--- src/rtl/cam_pixel_packer.sv ---
// Camera front end: packs 5 pixels per 32-bit word with SOF/EOL flags.
// Optional test-pattern source via CAM_TEST_PATTERN_EN.
module cam_pixel_packer #(
  parameter int         OVF_W   = 8,
  parameter int         LINE_W  = 10,
  parameter logic [5:0] PAD_VAL = 6'h00
) (
  input  logic              pclk,
  input  logic              rstn,
  input  logic              en,
  input  logic              vsync,
  input  logic              href,
  input  logic [5:0]        camD,
`ifdef CAM_TEST_PATTERN_EN
  input  logic              tp_sel,
`endif
  output logic [31:0]       word_data,
  output logic              word_valid,
  input  logic              word_ready,
  output logic              frame_active,
  output logic [LINE_W-1:0] line_cnt,
  output logic [OVF_W-1:0]  overflow_cnt
);

  typedef enum logic [1:0] {
    IDLE,
    WAIT_FRAME,
    CAPTURE
  } state_t;

  state_t          st, st_n;
  logic            vsync_q, vsync_qq;
  logic            href_q;
  logic [5:0]      camd_q;
  logic [4:0][5:0] pack, pack_n;
  logic [2:0]      cnt, cnt_n;
  logic            sof;

  logic            vs_fall, vs_rise;
  logic            start;
  logic            pix_ok;
  logic            eol;
  logic            commit;
  logic            load;
  logic            drop;
  logic [5:0]      pix;
  logic [31:0]     cword;

`ifdef CAM_TEST_PATTERN_EN
  logic [5:0]      tp_cnt;

  always_ff @(posedge pclk or negedge rstn) begin
    if (!rstn) begin
      tp_cnt <= '0;
    end else begin
      tp_cnt <= pix_ok ? tp_cnt + 6'd1 : 6'd0;
    end
  end

  assign pix = tp_sel ? tp_cnt : camd_q;
`else
  assign pix = camd_q;
`endif

  assign vs_fall = vsync_qq & ~vsync_q;
  assign vs_rise = vsync_q & ~vsync_qq;
  assign start   = (st == WAIT_FRAME) & vs_fall;
  assign pix_ok  = (st == CAPTURE) & href_q & ~vsync_q;
  // Any cycle without an accepted pixel ends the line, including vsync rise.
  assign eol     = ~pix_ok;
  assign commit  = (cnt == 3'd5) | ((cnt != 3'd0) & eol);
  assign load    = commit & (~word_valid | word_ready);
  assign drop    = commit & word_valid & ~word_ready;

  always_comb begin
    st_n = st;
    unique case (st)
      IDLE:       if (en) st_n = WAIT_FRAME;
      WAIT_FRAME: if (vs_fall) st_n = CAPTURE;
      CAPTURE:    if (vs_rise) st_n = en ? WAIT_FRAME : IDLE;
      default:    st_n = IDLE;
    endcase
  end

  always_comb begin
    cword = {sof, eol, 30'b0};
    for (int i = 0; i < 5; i++) begin
      cword[6*i +: 6] = (3'(i) < cnt) ? pack[i] : PAD_VAL;
    end
  end

  always_comb begin
    pack_n = pack;
    cnt_n  = commit ? 3'd0 : cnt;
    if (pix_ok) begin
      pack_n[cnt_n] = pix;
      cnt_n         = cnt_n + 3'd1;
    end
  end

  always_ff @(posedge pclk or negedge rstn) begin
    if (!rstn) begin
      vsync_q  <= 1'b0;
      vsync_qq <= 1'b0;
      href_q   <= 1'b0;
      camd_q   <= '0;
    end else begin
      vsync_q  <= vsync;
      vsync_qq <= vsync_q;
      href_q   <= href;
      camd_q   <= camD;
    end
  end

  always_ff @(posedge pclk or negedge rstn) begin
    if (!rstn) begin
      st           <= IDLE;
      frame_active <= 1'b0;
      pack         <= '0;
      cnt          <= '0;
      sof          <= 1'b0;
      line_cnt     <= '0;
    end else begin
      st           <= st_n;
      frame_active <= (st_n == CAPTURE);
      pack         <= pack_n;
      cnt          <= cnt_n;
      if (load) sof <= 1'b0;
      if (commit && eol && line_cnt != '1) begin
        line_cnt <= line_cnt + 1'b1;
      end
      if (start) begin
        sof      <= 1'b1;
        line_cnt <= '0;
      end
    end
  end

  always_ff @(posedge pclk or negedge rstn) begin
    if (!rstn) begin
      word_data    <= '0;
      word_valid   <= 1'b0;
      overflow_cnt <= '0;
    end else begin
      if (load) begin
        word_data  <= cword;
        word_valid <= 1'b1;
      end else if (word_ready) begin
        word_valid <= 1'b0;
      end
      if (drop && overflow_cnt != '1) begin
        overflow_cnt <= overflow_cnt + 1'b1;
      end
    end
  end

endmodule

--- config.mk ---
export PLATFORM = sky130hd
export DESIGN_NAME = cam_pixel_packer
export DESIGN_NICKNAME = d
export VERILOG_FILES = /design/src/rtl/cam_pixel_packer.sv
export SDC_FILE = /design/constraint.sdc
export NUM_CORES = 1
export LEC_CHECK = 0
export ABC_AREA = 1
export BUFFER_PORTS_ARGS = -buffer_cell sky130_fd_sc_hd__buf_2
export CAP_MARGIN = 20
export CORE_MARGIN = 10
export CORE_UTILIZATION = 51
export CTS_CLUSTER_DIAMETER = 80
export DETAILED_ROUTE_END_ITERATION = 10
export HOLD_SLACK_MARGIN = 0.02
export PLACE_DENSITY_LB_ADDON = 0.15
export SYNTH_ARGS = -nofsm -noshare
export SYNTH_HDL_FRONTEND = slang
export SYNTH_SLANG_ARGS = --single-unit
--- constraint.sdc ---
create_clock -name pclk -period 1.5 [get_ports pclk]
set_input_delay 0.075 -clock pclk [delete_from_list [all_inputs] [get_ports pclk]]
set_output_delay 0.075 -clock pclk [all_outputs]
set_load 0.02 [all_outputs]
Word level (Yosys, flattened, before mapping)
Index checks and enable logic that the tools add are counted.
- flip-flop bits (word level): 97
- bits in latches: 0
- bits in writable memories: 0
- bits in read-only memories: 0
- bits of input ports: 12
- memories: 0
- add/subtract/negate cells: 3
- multipliers: 0
- divide/modulo/power cells: 0
- $lt $le $gt $ge: 7
- eq/ne operators: 6
- shift operators: 0
- multiplexer cells: 21
- bitwise operators: 16
- reduce and logical (&&, ||, !) cells: 9
- operator list (kind ; number):
    6-bit two-way mux ; 6
    30-bit bitwise mux ; 1
    10-bit two-way mux ; 2
    6-bit demux with 3-bit select ; 1
    10-bit by 1-bit adder with 10-bit output (second input constant) ; 1
    10-bit inequality test (second input constant) ; 1
    1-bit bitwise AND ; 9
    8-bit by 1-bit adder with 8-bit output (second input constant) ; 1
    8-bit inequality test (second input constant) ; 1
    1-bit by 3-bit less-than comparator with 1-bit output (first input constant) ; 2
    2-bit by 3-bit less-than comparator with 1-bit output (first input constant) ; 2
    2-bit two-way mux ; 3
    3-bit two-way mux ; 2
    2-bit one-hot mux with 3 select lines ; 1
    2-bit nonzero test ; 3
    1-bit two-way mux ; 5
    1-bit NOT ; 5
    2-bit equality test (second input constant) ; 2
    1-bit logical AND ; 4
    3-bit by 4-bit less-than comparator with 1-bit output (second input constant) ; 1
    3-bit by 1-bit adder with 3-bit output (second input constant) ; 1
    3-bit equality test (second input constant) ; 1
    3-bit by 1-bit >= comparator with 1-bit output (second input constant) ; 1
    3-bit less-than comparator (first input constant) ; 1
    4 further kinds ; 5

Depth between registers and ports, before layout
- word-level depth: 12
- gate-level depth with buffers: 10
- gate-level depth less buffers: 9

Least setup slack after synthesis
Ideal clock, no wire load.
- path kind: reg-to-reg
- start: register overflow_cnt[0]
- end: register overflow_cnt[5]
- arrival: 1.524 ns
- required time: 1.373 ns
- slack: -0.151 ns
- stages on the path, launching flop included: 8
- period minus slack after synthesis: 1.651 ns
- cells stage by stage: dfrtp_1 -> ha_1 -> inv_1 -> nor2_1 -> a21oi_1 -> nand2_2 -> nand2_1 -> o21ai_0
- longest elaborated chain between the ends: 2
- elaborated cells on any way between the ends: 3
- classes of those cells: 1 x add/sub; 1 x eq/ne; 1 x reduce/logical
- ends and longest elaborated chain (element ; line ; source):
    start: declaration ; 22 ; output logic [OVF_W-1:0] overflow_cnt
    start signal: assignment ; 152 ; overflow_cnt <= overflow_cnt + 1'b1;
    branches (longest 2 deep; another with 8-bit by 1-bit adder with 8-bit output) ; n/a ;
Parallel ways; which one is timed is not known.
A chain may end at the register's enable or synchronous reset.

Worst setup path in the final report
- start: register st[1]
- end: register word_data[9]
- longest elaborated chain between the ends: 7
- ends and longest elaborated chain (element ; line ; source):
    start: declaration ; 31 ; state_t st, st_n;
    start signal: assignment ; 124 ; st <= st_n;
    2-bit equality test ; 68 ; assign pix_ok = (st == CAPTURE) & href_q & ~vsync_q;
    1-bit bitwise AND (2 in series) ; 68 ;
    1-bit NOT ; 70 ; assign eol = ~pix_ok;
    1-bit bitwise AND ; 71 ; assign commit = (cnt == 3'd5) | ((cnt != 3'd0) & eol);
    1-bit bitwise OR ; 71 ;
    1-bit bitwise AND ; 72 ; assign load = commit & (~word_valid | word_ready);
    end signal: assignment ; 146 ; word_data <= cword;
    end: declaration ; 17 ; output logic [31:0] word_data,
Every way passes these cells.

==> impl_metrics.yaml <==
final_layout:
  diodes: 0
  nets: 567
  final_area_um2: 5170
  final_core_utilization: 0.636
  fillers: 718
  multiInputGateArea_um2: 1540
  drive_gt1_frac: 0.299
  register_area_um2: 2430
  area_delta_synth_final_pct: 23.2
critical_path:
  arrival_ns: 1.65
  cp_max_fo: 23
  critPathLaunchType: "register"
  crit_path_max_incr_delay_ns: 0.42
  cp_top_family: "flip-flops"
  path_cells: "nand2_2 > nor2_2 > buf_6 > o21ai_4 > nand2_4 > buf_12 > nand2_1 > o21ai_2"
  cp_slowest_cell: "dfrtp_1"
  critPathKind: "reg -> reg"
  crit_required_ns: 1.74
  crit_buf_inv: 2
  endpoint_kind: "register"
floorplanning:
  die_h_um: 111
  die_area_um2: 12300
  die_w_um: 111
  placementRows: 33
  ios: 64
  core_um2: 8130
  start_util: 0.517
timing:
  period_needed_ns: 1.42
  max-slew-margin-rel: 0.662
  hold_viol: 0
  timing.final.ws_setup_ns: 0.0833
  rsz0062_at_grt: "true"
  fin_crit_sh: 0.944
  setup_viol: 0
  slew_violations: 0
  tightest_slew_ns: 0.507
  max_freq_mhz: 706
  clock-skew-final_ns: 0.0143
pwr:
  swShare: 0.281
  clockPowerShare: 0.300
  max-vdd-ir-drop_v: 0.000572
  p_comb_frac: 0.134
  intPower_mw: 3.73
  switchingPower_mw: 1.46
  p_per_area_nw_per_um2: 1000
  p_leak_nw: 2.71
  seqPwrFrac: 0.565
logic_synthesis:
  synth_nets: 465
  yosysTopAreaCell: "dfrtp_1"
  syn_inst: 451
  postSynthAreaPerCell_um2: 9.32
  seq_area_frac_synth: 0.578
  synth_edf_count: 0
  yosysTopAreaCellShare: 0.578
  synthArstFlopShare: 1.00
  yosys_warnings: 0
  ys_seq_elements: 97
  synth.area.top_cells: "dfrtp_1 (58%), nand2_1 (14%), o21ai_2 (6.3%)"
  synth_cell_types: 30
  synthTopCellsByCount: "nand2_1 (157), dfrtp_1 (97), inv_1 (40), o21ai_0 (40), o21ai_2 (30)"
  syn-cell-area_um2: 4200
  synthFlopType: "dfrtp_1"
  synth.most_common_cell: "nand2_1"
clocking:
  tritoncts: "done"
  cts_sinks: 97
  cts-htree-levels: 3
  cts_buffer_depth: 2
  path_clk_slew_ns: 0.10
  tritoncts.num_buffers: 9
  root_buffer: "clkbuf_8"
  clk_latency_ns: 0.35
detailed_routing:
  vias_per_cell: 4.90
  wire_per_inst_um: 13.7
  num_vias: 3250
  routed_wl_mm: 9.07
  post-route-drc-count: 0
  drt_iter0_markers: 161
  ant_nets: 0
  firstDrtPassIters: 6
global_routing:
  grtUsageMet3: 0.0335
  grt_max_degree: 98
  grt_util_met2: 0.226
  overflow: 0
  busiest_layer: "met2"
  grt_pass1_vias: 3187
  antenna_found_initial: 0
  track_usage: 0.145
  met1_usage: 0.191
  grt_pass1_wl_mm: 15.1
outcome:
  outcome: "finished clean"
placement:
  dpl.hpwl_mm: 6.24
  gp_congestion: 0.802
  io_buffer_count: 63
  dpl_cell_area_um2: 4780
  dp_slack_ns: -0.0386
hold_path:
  hp-class: "in -> reg"
flow_run:
  maxCapViolCount: 0
placed cells by master (no fill, tap or decap), types with 3 or more instances in the layout:
master         count
buf_2             62
nand3_1           18
nor2_1            12
buf_4             25
clkinv_4           4
nand4_1           12
nand2_1          152
clkbuf_8          10
nor2_2             3
inv_2              3
o21ai_2           30
inv_1             38
dfrtp_1           94
nand2_4            3
o21ai_0           32
xnor2_1            4
nand2_2            4
xor2_1             3
o21ai_1            9
buf_6              5
dfrtp_2            3
dlygate4sd3_1     10
worst paths after layout:
| path | depth (start not counted) | from | end | slack [ns] |
|---|---|---|---|---|
| setup / recovery | 8 | st[1] | word_data[9] | 0.08 |
| hold / removal | 4 | word_ready | word_valid | 0.14 |
| setup reg to reg | 8 | st[1] | word_data[9] | 0.08 |
| hold reg to reg | 0 | vsync_q | vsync_qq | 0.43 |
| max in group asynchronous | 3 | rstn | line_cnt[1] | 0.79 |
| min in group asynchronous | 3 | rstn | word_data[15] | 0.30 |
worst min-delay path: cells and delay by family:
kind	cells	cell delay [ns]
buffers and inverters	2	0.11
AND/OR/NAND/NOR	2	0.27
cell families after synthesis:
logic type,Yosys count,synth area share
AO/OA/AOI/OAI,77,0.123
adder cells (fa/ha/maj),2,0.00595
XOR/XNOR,7,0.0146
AND/OR/NAND/NOR,211,0.211
buffers and inverters,57,0.0679
flip-flops,97,0.578
cell type report:
type                    count  share of cell area
clock inverters             5             0.00774
flip-flops and latches     97               0.470
repair buffers            105               0.139
clock buffers              11              0.0273
well taps                 105              0.0254
multi-input cells         297               0.298
inverters                  43              0.0331
power by group through the flow:
stage	clock network, mW	logic (mW)	registers (mW)
after floorplan	0	0.315	3.03
after global placement	0	0.630	2.97
after detailed placement	0	0.643	2.98
after CTS	1.60	0.670	2.93
after global routing	1.69	0.789	2.96
final	1.56	0.697	2.93
metrics by stage:
stage | hold slack [ns] | std cells | TNS, ns | total power, mW
2_1_floorplan | -0.221 | 451 | 0 | 3.35
3_3_place_gp | 0.174 | 633 | -0.0678 | 3.60
3_5_place_dp | 0.175 | 633 | -0.218 | 3.62
4_1_cts | 0.0950 | 659 | -0.232 | 5.20
5_1_grt | 0.177 | 663 | -0.196 | 5.44
6_report | 0.135 | 663 | 0 | 5.19
state kept, by name, indices dropped and copies added, names as in the netlist:
name / flops
vsync_qq: 1
cnt: 3
sof: 1
pack: 30
href_q: 1
overflow_cnt: 8
vsync_q: 1
camd_q: 6
word_valid: 1
word_data: 32
st: 2
frame_active: 1
line_cnt: 10
routing by layer:
metal | wire length (µm) | share of wire | vias to the layer above
met2 | 4350 | 0.48 | 53
met4 | 88 | 0.0097 | 0
met1 | 4240 | 0.47 | 1547
met3 | 390 | 0.043 | 8
met5 | 0 | 0 | -
li1 | - | - | 1642
repair_timing:
item | in CTS | in global routing
resized for setup | 5 | 24
hold endpoints to repair | 106 | 0
pin swaps | 0 | 4
setup buffers | 0 | 2
gates cloned | 0 | 2
hold buffers | 10 | 0
setup endpoints to repair | 41 | 62
Note: power is estimated with default switching activity, not from simulation.
